`config.mk`:
```
export PLATFORM = sky130hd
export DESIGN_NAME = wb_slave_decoder
export DESIGN_NICKNAME = d
export VERILOG_FILES = /design/src/rtl/wb_dec_pkg.sv /design/src/rtl/wb_dec_timeout.sv /design/src/rtl/wb_slave_decoder.sv
export SDC_FILE = /design/constraint.sdc
export NUM_CORES = 1
export LEC_CHECK = 0
export ABC_AREA = 0
export CAP_MARGIN = 20
export CORE_ASPECT_RATIO = 0.9
export CORE_MARGIN = 2
export CORE_UTILIZATION = 40
export CTS_BUF_LIST = sky130_fd_sc_hd__clkbuf_8
export CTS_CLUSTER_DIAMETER = 60
export DETAILED_ROUTE_END_ITERATION = 6
export GPL_ROUTABILITY_DRIVEN = 0
export PLACE_DENSITY = 0.84
export SLEW_MARGIN = 15
export SYNTH_ARGS = -nofsm -noshare
export SYNTH_HDL_FRONTEND = slang
export SYNTH_SLANG_ARGS = --single-unit
```
`constraint.sdc`:
```
create_clock -name wb_clk_i -period 2 [get_ports wb_clk_i]
set_input_delay 0.4 -clock wb_clk_i [delete_from_list [all_inputs] [get_ports wb_clk_i]]
set_output_delay 0.4 -clock wb_clk_i [all_outputs]
set_load 0.01 [all_outputs]
```
`src/rtl/wb_dec_pkg.sv`:
```
// rtl/wb_dec_pkg.sv - shared types and constants for the Wishbone slave decoder
package wb_dec_pkg;

  // Decoder transaction states
  typedef enum logic [1:0] {
    IDLE = 2'd0,
    BUSY = 2'd1,
    RESP = 2'd2
  } state_t;

  // Read-back pattern returned on unmapped or timed-out cycles
  localparam logic [31:0] ERR_DATA = 32'hDEAD_BEEF;

  // Bit positions in err_sticky_o
  localparam int ERR_UNMAPPED = 0;
  localparam int ERR_TIMEOUT  = 1;

  // Width of the slave-ack timeout counter
  localparam int CNT_W = 16;

endpackage

```
`src/rtl/wb_dec_timeout.sv`:
```
// rtl/wb_dec_timeout.sv - loadable saturating counter that flags a hung slave
module wb_dec_timeout #(
  parameter int CNT_W = 16,
  parameter int LIMIT = 255
) (
  input  logic             clk,
  input  logic             rst_n,
  input  logic             clr,
  input  logic             load,
  input  logic [CNT_W-1:0] load_val,
  input  logic             en,
  output logic             expired,
  output logic             last
);

  logic [CNT_W-1:0] count;

  // Count enabled cycles, stopping at LIMIT so the value never wraps
  always_ff @(posedge clk or negedge rst_n) begin
    if (!rst_n) begin
      count <= '0;
    end else if (clr) begin
      count <= '0;
    end else if (load) begin
      count <= load_val;
    end else if (en && !expired) begin
      count <= count + 1'b1;
    end
  end

  assign expired = (count >= CNT_W'(LIMIT));
  // One cycle before expiry, so the owner can drop its request ahead of the error
  assign last    = (count == CNT_W'(LIMIT - 1));

endmodule

```
`src/rtl/wb_slave_decoder.sv`:
```
// rtl/wb_slave_decoder.sv - registered Wishbone address decoder and response mux for N slaves
module wb_slave_decoder
  import wb_dec_pkg::*;
#(
  parameter int                 N_SLV    = 4,
  parameter int                 DAT_W    = 32,
  parameter logic [N_SLV*8-1:0] SLV_BASE = {8'h32, 8'h31, 8'h38, 8'h30},
  parameter int                 TIMEOUT  = 255
) (
  input  logic                   wb_clk_i,
  input  logic                   wb_rst_n_i,
  input  logic                   wbs_cyc_i,
  input  logic                   wbs_stb_i,
  input  logic                   wbs_we_i,
  input  logic [DAT_W/8-1:0]     wbs_sel_i,
  input  logic [31:0]            wbs_adr_i,
  input  logic [DAT_W-1:0]       wbs_dat_i,
  output logic                   wbs_ack_o,
  output logic [DAT_W-1:0]       wbs_dat_o,
  output logic [N_SLV-1:0]       slv_valid_o,
  input  logic [N_SLV-1:0]       slv_ack_i,
  input  logic [N_SLV*DAT_W-1:0] slv_dat_i,
  output logic                   err_irq_o,
  output logic [1:0]             err_sticky_o,
  output logic [31:0]            err_adr_o
);

  localparam int IDX_W = (N_SLV > 1) ? $clog2(N_SLV) : 1;

  state_t           state;
  logic [IDX_W-1:0] idx_q;
  logic [IDX_W-1:0] hit_idx;
  logic [N_SLV-1:0] hit;
  logic [31:0]      adr_q;
  logic             we_q;
  logic             req;
  logic             sel_ack;
  logic             to_clr;
  logic             to_load;
  logic             to_en;
  logic             to_expired;
  logic             to_last;

  // Byte selects and write data go straight from the master to the slaves
  logic unused_bus;
  assign unused_bus = ^{wbs_sel_i, wbs_dat_i};

  assign req = wbs_cyc_i & wbs_stb_i;

  // Per-slot compare of the top address byte against that slot's base
  for (genvar g = 0; g < N_SLV; g++) begin : g_decode
    assign hit[g] = (wbs_adr_i[31:24] == SLV_BASE[8*g +: 8]);
  end

  // Priority encoder: the lowest matching slot wins
  always_comb begin
    hit_idx = '0;
    for (int i = N_SLV - 1; i >= 0; i--) begin
      if (hit[i]) hit_idx = IDX_W'(i);
    end
  end

  assign sel_ack = slv_ack_i[idx_q];

  assign to_load = (state == IDLE) && req && (|hit);
  assign to_en   = (state == BUSY);
  assign to_clr  = (state == BUSY) && !wbs_cyc_i;

  wb_dec_timeout #(
    .CNT_W (CNT_W),
    .LIMIT (TIMEOUT)
  ) u_timeout (
    .clk      (wb_clk_i),
    .rst_n    (wb_rst_n_i),
    .clr      (to_clr),
    .load     (to_load),
    .load_val (CNT_W'(0)),
    .en       (to_en),
    .expired  (to_expired),
    .last     (to_last)
  );

  // Transaction FSM with registered ack, data, slave select and error reporting
  always_ff @(posedge wb_clk_i or negedge wb_rst_n_i) begin
    if (!wb_rst_n_i) begin
      state        <= IDLE;
      idx_q        <= '0;
      adr_q        <= '0;
      we_q         <= 1'b0;
      wbs_ack_o    <= 1'b0;
      wbs_dat_o    <= '0;
      slv_valid_o  <= '0;
      err_irq_o    <= 1'b0;
      err_sticky_o <= '0;
      err_adr_o    <= '0;
    end else begin
      wbs_ack_o <= 1'b0;
      err_irq_o <= 1'b0;
      case (state)
        IDLE: begin
          wbs_dat_o <= '0;
          if (req) begin
            adr_q <= wbs_adr_i;
            we_q  <= wbs_we_i;
            if (|hit) begin
              idx_q       <= hit_idx;
              slv_valid_o <= N_SLV'(1) << hit_idx;
              state       <= BUSY;
            end else begin
              wbs_ack_o                  <= 1'b1;
              wbs_dat_o                  <= DAT_W'(ERR_DATA);
              err_sticky_o[ERR_UNMAPPED] <= 1'b1;
              err_adr_o                  <= wbs_adr_i;
              err_irq_o                  <= 1'b1;
              state                      <= RESP;
            end
          end
        end

        BUSY: begin
          if (!wbs_cyc_i) begin
            // Master abandoned the cycle: release the slave silently
            slv_valid_o <= '0;
            state       <= IDLE;
          end else if (sel_ack) begin
            // Checked before expiry so a last-moment ack still completes cleanly
            slv_valid_o <= '0;
            wbs_ack_o   <= 1'b1;
            wbs_dat_o   <= we_q ? '0 : slv_dat_i[DAT_W*idx_q +: DAT_W];
            state       <= RESP;
          end else if (to_expired) begin
            slv_valid_o               <= '0;
            wbs_ack_o                 <= 1'b1;
            wbs_dat_o                 <= DAT_W'(ERR_DATA);
            err_sticky_o[ERR_TIMEOUT] <= 1'b1;
            err_adr_o                 <= adr_q;
            err_irq_o                 <= 1'b1;
            state                     <= RESP;
          end else if (to_last) begin
            // Slave had its TIMEOUT cycles of valid; the error is reported next cycle
            slv_valid_o <= '0;
          end
        end

        RESP: begin
          wbs_dat_o <= '0;
          state     <= IDLE;
        end

        default: begin
          slv_valid_o <= '0;
          wbs_dat_o   <= '0;
          state       <= IDLE;
        end
      endcase
    end
  end

endmodule

```
==> out/qor.yml <==
status: "complete, but fails checks"
violations: "negative setup slack"
finalNetCount: 1052
ant_nets: 0
tightest_slew_ns: 0.474
synth_edf_count: 0
drive_gt1_share_pct: 22.1
syn_area_um2: 6460
r2r_end: "err_adr_o[2]$_DFFE_PN0P_"
h-tree-depth: 4
detailed_place_hpwl_um: 13700
p_leak_nw: 4.57
clk_latency_ns: 0.45
syn_inst: 571
cts.root.buffer_cell: "clkbuf_8"
swShare_pct: 29.2
p_clk_share_pct: 29.9
total_power_mw: 7.08
instances_no_fill: 1065
setup_tns_ns: -0.391
ir_drop_uv: 406
via_per_inst: 5.28
final_area_um2: 9970
seq_area_frac_synth_pct: 48.4
powerDensity_nw_per_um2: 710
vias: 5620
holdWs_ns: 0.459
hold_path_class: "input pin to async pin"
num_io_pins: 277
pre_cts_ws_ns: -0.454
post-place-cells: 1020
skew_ns: 0.0198
r2r_start: "u_timeout.count[0]$_DFFE_PN0P_"
area_growth_pct: 54.4
finalSetupViolCount: 20
die_h_um: 125
drt_wl_total_um: 19300
utilization_pct: 62.5
grt_use_total_pct: 23.0
grt_pass1_wl_um: 30200
power.switching_mw: 2.07
port_buffers: 240
hold_viol: 0
path_max_fanout: 12
final.min_clock_period_ns: 2.04
rows: 44
core_area_um2: 16000
gr-total-overflow: 0
finalCritPeriodShare_pct: 102
cts_made_buffers: 17
worst_slack_ns: -0.0425
chipWidth_um: 138
crit_arrival_ns: 2.38
remaining_drc_errors: 0
maxCapViolCount: 0
mostFrequentLayoutCells: "clkdlybuf4s50_1 (239), nand2_1 (192), dfrtp_1 (123)"
cts_tree: "done"
power_frac_seq_pct: 42.9
slew-limit-headroom_pct: 68.4
avgSynthCellArea_um2: 11.3
cts.clk_slew.worst_paths_ns: 0.09
worstPathRequired_ns: 2.33
rsz0062_at_grt: "true"
ys.flop_type: "dfrtp_1"
antenna_found_initial: 0
avgRoutedWirePerCell_um: 18.1
postPlaceCellArea_um2: 9360
synth_nets: 778
ys_warn_count: 0
diodes: 0
fillCellCount: 1251
seq_area_um2: 3130
endpoint: "err_adr_o[2]$_DFFE_PN0P_"
layout_commonest_cell: "clkdlybuf4s50_1"
grt_max_degree: 50
multi_input_area_um2: 3160
crit_start: "u_timeout.count[0]$_DFFE_PN0P_"
clockBufferDepth: 2
grt_pass1_vias: 5938
postSynth.asyncResetShare_pct: 100
synth.distinct_cells: 46
initial_core_util_pct: 40.5
p_comb_share_pct: 27.2
reg2regPathDepth: 6
crit_type: "register to register"
cp-end-kind: "register"
critPathLaunchType: "register"
fmax_ghz: 0.490
drt_iter0_markers: 364
synth_seq_cells: 125
dieArea_um2: 17200
r2r_setup_slack_ns: -0.04
first_pass_iters: 5
cell_internal_pwr_mw: 5.01
final_max_slew_viol_count: 0
clock-sinks: 125
[state kept, by name, indices dropped and copies added (netlist names)]
register,count
adr_q,32
err_adr_o,32
err_irq_o,1
err_sticky_o,2
idx_q,2
slv_valid_o,4
state,2
u_timeout.count,16
wbs_ack_o,1
wbs_dat_o,32
we_q,1
[synth_stat cells (all sizes together), types with 2 or more instances]
cell	instances	share of area, %
nand2	192	11
and2	8	0.77
buf	19	2.5
nand3	4	0.31
nand2b	4	0.39
mux2	56	11
or3	2	0.19
inv	7	0.41
o211ai	2	0.23
nand3b	2	0.23
o31ai	4	0.46
a22o	9	1.2
nand4bb	2	0.35
a21oi	12	0.93
o21ai	7	0.60
or4	4	0.46
nor4	4	0.39
ha	2	0.39
a32o	3	0.46
a211o	24	3.3
clkbuf	21	1.2
nor3	2	0.15
dfrtp	125	48
and3	2	0.19
a41o	2	0.31
mux4	33	12
or2	2	0.19
nor2	5	0.29
[repair_timing]
item | in CTS | in global routing
gates resized for setup | 7 | 7
pin swaps | 2 | 3
cloned | 1 | 4
setup endpoints to repair | 30 | 41
buffers inserted | 2 | 5
endpoints found under the hold margin | 46 | 0
hold buffers | 1 | 0
[power by group through the flow]
stage | clock (mW) | sequential [mW] | combinational, mW
2_1_floorplan | 0 | 3.11 | 0.808
3_3_place_gp | 0 | 3.07 | 1.78
3_5_place_dp | 0 | 3.08 | 1.83
4_1_cts | 2.17 | 3.04 | 1.87
5_1_grt | 2.28 | 3.08 | 2.08
6_report | 2.12 | 3.04 | 1.92
[per-layer routing]
metal  vias to the layer above  global-route usage (%)  share of wire, %
met1                      2785                    28.2                39
met3                        44                    5.09               5.7
met2                       224                    38.5                52
li1                       2567                       -                 -
met5                         -                       0                 0
met4                         0                    9.84               3.3
[cell type report]
class	instances	area share [%]
clock buffers	17	2.35
flip-flops and latches	125	31.4
repair buffers	295	30.3
well taps	207	2.60
inverters	7	0.263
multi-input cells	399	31.7
clock inverters	15	1.39
[cell families after synthesis]
logic type | count (synthesis) | share of synthesized area, %
DFF | 125 | 48.4
AOI/OAI and AO/OA | 70 | 8.41
and+or+nand+nor | 236 | 15.4
buffers and inverters | 47 | 4.09
adders and majority gates | 3 | 0.562
muxes | 89 | 23.0
xor gates and xnor gates | 1 | 0.136
[worst min-delay path by stage]
stage | from | to | slack (ns)
4_1_cts | wb_rst_n_i | err_adr_o[8]$_DFFE_PN0P_ | 0.44
3_3_place_gp | wb_rst_n_i | err_adr_o[8]$_DFFE_PN0P_ | 0.38
6_report | wb_rst_n_i | err_adr_o[5]$_DFFE_PN0P_ | 0.46
3_5_place_dp | wb_rst_n_i | err_adr_o[8]$_DFFE_PN0P_ | 0.38
5_1_grt | wb_rst_n_i | err_adr_o[5]$_DFFE_PN0P_ | 0.48
2_1_floorplan | wb_rst_n_i | adr_q[0]$_DFFE_PN0P_ | 0.10
[worst max-delay path, cell delays in order, from the launching register on]
cell and delay, ns:
dfrtp_1 0.37, ha_1 0.18, nand4_1 0.16, o211ai_1 0.37, a41o_4 0.35, buf_12 0.17, mux2_2 0.34
Note: power is estimated with default switching activity, not from simulation.
